[src/rtl/usb_tx_sequencer.sv]
// USB TX transaction sequencer: PID selection, DATA0/DATA1 toggle, payload pops and status.
// Optional encoder-stall watchdog enabled by defining USB_TX_TIMEOUT_EN.
module usb_tx_sequencer #(
  parameter int MAX_PAYLOAD    = 64,
  parameter int TIMEOUT_CYCLES = 255
) (
  input  logic       clk,
  input  logic       n_rst,
  input  logic       tx_start,
  input  logic [1:0] tx_packet,
  input  logic [7:0] buffer_occupancy,
  input  logic       toggle_clr,
  input  logic       enc_ready,
  input  logic       enc_byte_req,
  input  logic       enc_done,
  output logic       enc_start,
  output logic [3:0] enc_pid,
  output logic       enc_last,
  output logic       get_tx_packet_data,
  output logic       tx_transfer_active,
  output logic       tx_done,
  output logic       tx_error
);

  typedef enum logic [2:0] {IDLE, START, SEND, WAIT_EOP, ERROR} state_t;

  localparam logic [1:0] CMD_ACK   = 2'd1;
  localparam logic [1:0] CMD_NAK   = 2'd2;
  localparam logic [1:0] CMD_DATA  = 2'd3;
  localparam logic [3:0] PID_ACK   = 4'b0010;
  localparam logic [3:0] PID_NAK   = 4'b1010;
  localparam logic [3:0] PID_DATA0 = 4'b0011;
  localparam logic [3:0] PID_DATA1 = 4'b1011;
  localparam logic [7:0] MAX_LEN   = 8'(MAX_PAYLOAD);

  state_t     state;
  logic [1:0] cmd;
  logic [7:0] remaining;
  logic       toggle;
  logic       done_reg;
  logic       is_data;
  logic       timeout_hit;
  logic [3:0] pid_sel;

  assign is_data = (cmd == CMD_DATA);

  // A clear arriving with the launch already selects DATA0 for this packet.
  always_comb begin
    pid_sel = 4'b0000;
    case (tx_packet)
      CMD_ACK:  pid_sel = PID_ACK;
      CMD_NAK:  pid_sel = PID_NAK;
      CMD_DATA: pid_sel = (toggle && !toggle_clr) ? PID_DATA1 : PID_DATA0;
      default:  pid_sel = 4'b0000;
    endcase
  end

`ifdef USB_TX_TIMEOUT_EN
  logic [7:0] wdog;
  logic       progress;

  assign progress    = enc_byte_req | enc_done | ((state == START) & enc_ready);
  assign timeout_hit = tx_transfer_active & ~progress & (wdog == 8'(TIMEOUT_CYCLES - 1));

  always_ff @(posedge clk or negedge n_rst) begin
    if (!n_rst)                            wdog <= 8'd0;
    else if (!tx_transfer_active || progress) wdog <= 8'd0;
    else                                   wdog <= wdog + 8'd1;
  end
`else
  assign timeout_hit = 1'b0;
`endif

  always_ff @(posedge clk or negedge n_rst) begin
    if (!n_rst) begin
      state     <= IDLE;
      cmd       <= 2'd0;
      remaining <= 8'd0;
      toggle    <= 1'b0;
      enc_pid   <= 4'b0000;
      done_reg  <= 1'b0;
    end else begin
      done_reg <= 1'b0;
      if (timeout_hit) begin
        state <= ERROR;
      end else begin
        case (state)
          IDLE: begin
            if (tx_start && tx_packet != 2'd0) begin
              cmd <= tx_packet;
              if (tx_packet == CMD_DATA && buffer_occupancy > MAX_LEN) begin
                state <= ERROR;
              end else begin
                remaining <= (tx_packet == CMD_DATA) ? buffer_occupancy : 8'd0;
                enc_pid   <= pid_sel;
                state     <= START;
              end
            end
          end
          START: begin
            if (enc_ready) state <= (is_data && remaining != 8'd0) ? SEND : WAIT_EOP;
          end
          SEND: begin
            if (enc_byte_req && remaining != 8'd0) begin
              remaining <= remaining - 8'd1;
              if (remaining == 8'd1) state <= WAIT_EOP;
            end
          end
          WAIT_EOP: begin
            if (enc_done) begin
              done_reg <= 1'b1;
              if (is_data) toggle <= ~toggle;
              state <= IDLE;
            end
          end
          ERROR:   state <= IDLE;
          default: state <= IDLE;
        endcase
      end
      // Clear overrides a coincident completion flip.
      if (toggle_clr) toggle <= 1'b0;
      if (toggle_clr && state == START && is_data) enc_pid <= PID_DATA0;
    end
  end

  assign tx_transfer_active = (state == START) || (state == SEND) || (state == WAIT_EOP);
  assign enc_start          = (state == START) && enc_ready;
  assign get_tx_packet_data = (state == SEND) && enc_byte_req && (remaining != 8'd0);
  assign tx_done            = done_reg;
  assign tx_error           = (state == ERROR);

  always_comb begin
    enc_last = 1'b0;
    case (state)
      SEND:     enc_last = (remaining == 8'd1);
      WAIT_EOP: enc_last = is_data;
      default:  enc_last = 1'b0;
    endcase
  end

endmodule

[config.mk]
export PLATFORM = sky130hd
export DESIGN_NAME = usb_tx_sequencer
export DESIGN_NICKNAME = d
export VERILOG_FILES = /design/src/rtl/usb_tx_sequencer.sv
export SDC_FILE = /design/constraint.sdc
export NUM_CORES = 1
export LEC_CHECK = 0
export ABC_AREA = 0
export ABC_CLOCK_PERIOD_IN_PS = 2750
export CELL_PAD_IN_SITES_DETAIL_PLACEMENT = 1
export CELL_PAD_IN_SITES_GLOBAL_PLACEMENT = 1
export CORE_MARGIN = 2
export CORE_UTILIZATION = 30
export DETAILED_ROUTE_END_ITERATION = 7
export GPL_TIMING_DRIVEN = 0
export PLACE_DENSITY_LB_ADDON = 0.1
export SLEW_MARGIN = 0
export SYNTH_ARGS = -nofsm -noshare
export SYNTH_HDL_FRONTEND = slang
export SYNTH_SLANG_ARGS = --single-unit
[constraint.sdc]
create_clock -name clk -period 2.75 [get_ports clk]
set_clock_uncertainty 0.1 [all_clocks]
set_input_delay 0.55 -clock clk [delete_from_list [all_inputs] [get_ports clk]]
set_output_delay 0.55 -clock clk [all_outputs]
set_load 0.01 [all_outputs]
* Yosys cells after proc, flatten, opt, wreduce, memory -nomap -nowiden *
Cells that the tools add are included.

operators by class
  add/subtract/negate cells = 1
  magnitude comparators = 1
  eq/ne operators = 16
  mux-type cells = 26
  bitwise gates (word level) = 1
  reduce and logical (&&, ||, !) cells = 27

operators by type and width
  kind                                                                  count
  8-bit 2-to-1 mux                                                      4
  4-bit 2-to-1 mux                                                      5
  3-bit 2-to-1 mux                                                      6
  8-bit case mux with 2 select lines                                    1
  2-bit nonzero test                                                    7
  2-bit != test, second input constant                                  6
  3-bit case mux with 4 select lines                                    1
  4-bit case mux with 3 select lines                                    1
  1-bit logical AND                                                     10
  8-bit by 1-bit == test with 1-bit output, second input constant       1
  8-bit by 7-bit > comparator with 1-bit output, second input constant  1
  8-bit nonzero test                                                    1
  8-bit by 1-bit subtractor with 8-bit output, second input constant    1
  1-bit 2-to-1 mux                                                      7
  2-bit == test, second input constant                                  3
  3-bit by 2-bit == test with 1-bit output, second input constant       2
  3-bit AND reduction                                                   2
  5-bit AND reduction                                                   1
  4-bit AND reduction                                                   1
  3-bit by 1-bit == test with 1-bit output, second input constant       1
  3-bit == test, second input constant                                  1
  3-bit logical NOT                                                     1
  2-bit by 1-bit == test with 1-bit output, second input constant       1
  1-bit logical OR                                                      2
  other kinds (5)                                                       5

word-level totals
  register bits after elaboration = 19
  bits of input ports = 17
  output and inout bits = 10
  word-level logic and storage cells = 78

* Depth between registers and ports, before layout *
Gate-level depths: netlist (run 1).

  depth in word-level cells = 8
  gate-level depth with buffers = 7
  mapped depth without buffers = 6

* Least setup slack after synthesis (run 1) *
No wires, ideal clock.

  path type = register to register
  start point = reg remaining[0]
  end point = reg remaining[5]
  setup time = 0.125 ns
  arrival time = 1.971 ns
  path slack = 0.554 ns
  stages on the path, launching flop included = 8
  period minus slack after synthesis = 2.196 ns
  path through = dfrtp_1 > inv_1 > ha_1 > or3b_1 > o311a_4 > a21o_1 > buf_6 > mux2_4

between the ends
  word-level cells in the longest chain between the ends = 4
  elaborated cells on any way between the ends = 7
  those cells by class = add/sub: 1; eq/ne: 1; mux: 2; reduce/logical: 3

RTL lines
  item                                                                                                 RTL line  RTL
  start: declaration                                                                                   38        logic [7:0] remaining;
  start signal: assignment                                                                             94        remaining <= (tx_packet == CMD_DATA) ? buffer_occupancy : 8'd0;
  start signal: assignment                                                                             105       remaining <= remaining - 8'd1;
  parallel branches: the longest is 4 deep, another holds 8-bit by 1-bit subtractor with 8-bit output  n/a

Parallel ways; which one is timed is not known. The select of a mux whose other input is x is not followed.
A chain may end at the register's enable or synchronous reset.

* Worst setup path after layout (run 1) *
  start point = reg remaining[0]
  end point = out get_tx_packet_data

between the ends
  word-level cells in the longest chain between the ends = 2

RTL lines
  item                RTL line  RTL
  8-bit nonzero test  128       assign get_tx_packet_data = (state == SEND) && enc_byte_req && (remaining != 8'd0);
  1-bit logical AND   128
  end: declaration    19        output logic get_tx_packet_data,

Every way passes these cells.

==> results of run 1 <==
## cells by family after synthesis
kind of cell,after synthesis
buf+inv,12
fa+ha+maj,2
simple gates,70
flops,18
xor+xnor,1
other cells,1
compound gates,34
mux,4
## routing by layer
metal | track usage [%] | vias up
met2 | 29.4 | 13
met4 | 2.94 | 0
met5 | 0 | -
met3 | 3.41 | 2
li1 | - | 595
met1 | 23.9 | 622
## per-stage QoR
step                hold WS (ns)  util [%]  power [mW]  area [sq um]
finish                     0.380      40.7        1.52          1640
global route               0.418      40.7        1.64          1640
CTS                        0.386      40.2        1.49          1620
global placement           0.365      39.0        1.26          1570
detailed placement         0.365      39.0        1.29          1570
floorplan                  0.154         -        1.02          1260
## final cells by class
cell class              instances  area (sq um)  share of cell area [%]
multi-input cells             112           771                    47.1
flip-flops and latches         18           450                    27.5
repair buffers                 25           249                    15.2
well taps                      50          62.6                    3.82
plain buffers                   9          52.6                    3.21
clock buffers                   3          41.3                    2.52
inverters                       3          11.3                   0.688
## critical path: stages (launching register included)
cell and delay [ns]:
dfrtp_1 0.43, inv_2 0.11, ha_4 0.16, or3b_1 0.38, o311a_4 0.37, dlygate4sd2_1 0.30
## Yosys cell counts (all sizes together), types with 4 or more instances
master	number
clkbuf	5
nor3	8
nor2	14
a21oi	8
nand3	9
o21ai	5
buf	4
dfrtp	18
nand2	15
a31oi	4
## worst min path at each step
stage,start,endpoint,slack [ns],depth (start not counted)
6_report,enc_pid[1],enc_pid[1],0.38,2
4_1_cts,enc_pid[1],enc_pid[1],0.39,2
3_5_place_dp,enc_pid[1],enc_pid[1],0.36,2
2_1_floorplan,n_rst,cmd[0],0.15,0
5_1_grt,enc_pid[1],enc_pid[1],0.42,2
3_3_place_gp,enc_pid[1],enc_pid[1],0.36,2
## power breakdown
| group | switching, mW | internal [mW] |
|---|---|---|
| Combinational | 0.444 | 0.399 |
| Clock | 0.0902 | 0.0974 |
| Sequential | 0.123 | 0.364 |
## flip-flops by register name, indices dropped and copies added (netlist names)
signal,flops
cmd,2
enc_pid,3
remaining,8
state,3
toggle,1
tx_done,1
## timing repair
action                                  CTS  global route
endpoints found under the setup margin    2             2
setup buffers                             0             0
gates resized for setup                   3             4
==> impl_metrics.py, run 1 <==
metrics = {
    "timing": {
        "tightest_slew_ns": 0.890,
        "setup_violations": 0,
        "max_slew_margin_pct": 40.5,
        "rsz0062_at_grt": "no",
        "max_freq_mhz": 378,
        "fin_crit_ns": 2.65,
        "slew_violations": 0,
        "setup-tns-final_ns": 0,
        "hold_violations": 0,
        "fin_crit_sh_pct": 96.3,
        "setup_ws_ns": 0.103,
    },
    "detailed_routing": {
        "wl_per_cell_um": 17.0,
        "topRoutingLayerUsed": "met4",
        "viasPerCell": 5.60,
        "wl_um": 3740,
        "drc": 0,
        "vias": 1232,
        "dr_wl_met3_um": 81,
        "drt_iter0_drc": 66,
        "wl_met1_um": 1760,
        "ant_nets": 0,
        "firstDrtPassIters": 4,
        "wl_met2_um": 1880,
    },
    "setup_path": {
        "worstReg2RegEnd": "remaining[5]",
        "path_max_fanout": 7,
        "cp-start-kind": "register",
        "cp-endpoint": "get_tx_packet_data",
        "required_ns": 2.10,
        "cp-end-kind": "primary output",
        "cp.arrival_ns": 2.00,
        "setup.worst_path.class": "reg2out",
        "r2r_start": "remaining[0]",
        "startpoint": "remaining[0]",
        "r2r_cells": 7,
        "ff2ff_setup_slack_ns": 0.48,
    },
    "yosys": {
        "syn-num-nets": 161,
        "ys_types": 45,
        "synth_top_cell_by_area": "dfrtp_1",
        "synth_edf_count": 0,
        "yosys.area_share.adder_pct": 1.99,
        "synthXorXnorAreaFrac_pct": 0.697,
        "async_flop_share_pct": 100,
        "ys_warn_count": 0,
        "synth_seq_area_share_pct": 35.8,
        "synth_compound_area_share_pct": 20.8,
        "synthMuxAreaShare_pct": 4.38,
        "synthSimpleGateAreaFrac_pct": 30.9,
        "yosys-top-cells-area": "dfrtp_1, nand2_1, nor2_1",
        "synthCells": 142,
        "synth_top_family_by_area": "simple AND/OR/NAND/NOR gates",
        "synth_top_area_share_pct": 35.8,
        "ys_ff_latch": 18,
        "synth_flop_cell": "dfrtp_1",
        "syn_area_sq_um": 1260,
        "syn_area_per_cell_sq_um": 8.86,
    },
    "layout": {
        "final_cell_mix": "clkdlybuf4s50_1, dfrtp_1, nand2_1",
        "nFillCells": 475,
        "fin_cells": 220,
        "drive_above_1_share_pct": 11.8,
        "diodes": 0,
        "nNetsFinal": 191,
        "layout_commonest_cell": "clkdlybuf4s50_1",
        "area_growth_pct": 30.2,
    },
    "floorplanning": {
        "rows": 23,
        "die_width_um": 68.7,
        "pin_count": 27,
        "initial_utilization_pct": 31.2,
        "die_y_um": 68.7,
        "dieArea_sq_um": 4730,
        "core-area_sq_um": 4030,
    },
    "cts": {
        "cts-root-buf": "clkbuf_8",
        "clock_path_buffers": 2,
        "holdBufCountCts": 0,
        "clock_latency_ns": 0.26,
        "clkSinkCount": 18,
        "cts.clk_slew.worst_paths_ns": 0.06,
        "cts_buffers": 3,
        "htreeDepth": 1,
        "cts_tree": "done",
    },
    "placed_design": {
        "dp_hpwl_um": 2890,
        "port_buffers": 25,
        "placed_cells": 217,
        "place_worst_setup_slack_ns": 0.0612,
        "gp_congestion": 0.791,
    },
    "pwr": {
        "ir_drop_mv": 0.380,
        "power_density_nw_per_um2": 926,
        "power.static_leakage_nw": 0.643,
    },
    "global_route": {
        "grt_pass1_vias": 1225,
        "antenna_found_initial": 0,
        "grt_usage_pct": 17.6,
        "grt_pass1_wl_um": 6130,
        "grt-ovfl-total": 0,
        "grt_max_degree": 19,
    },
    "worst_hold_path": {
        "min_path_type": "reg2reg",
    },
    "run": {
        "cap_violations": 0,
    },
    "outcome": {
        "outcome": "finished clean",
    },
}
Power figures use the tool's default switching activity.
==> run 2: changes to the inputs <==
--- a/config.mk
+++ b/config.mk
@@ -6,7 +6,6 @@
 export NUM_CORES = 1
 export LEC_CHECK = 0
 export ABC_AREA = 0
-export ABC_CLOCK_PERIOD_IN_PS = 2750
 export CELL_PAD_IN_SITES_DETAIL_PLACEMENT = 1
 export CELL_PAD_IN_SITES_GLOBAL_PLACEMENT = 1
 export CORE_MARGIN = 2
==> results of run 2 <==
Same layout as run 1: the final DEF is identical, and so are final timing and power.
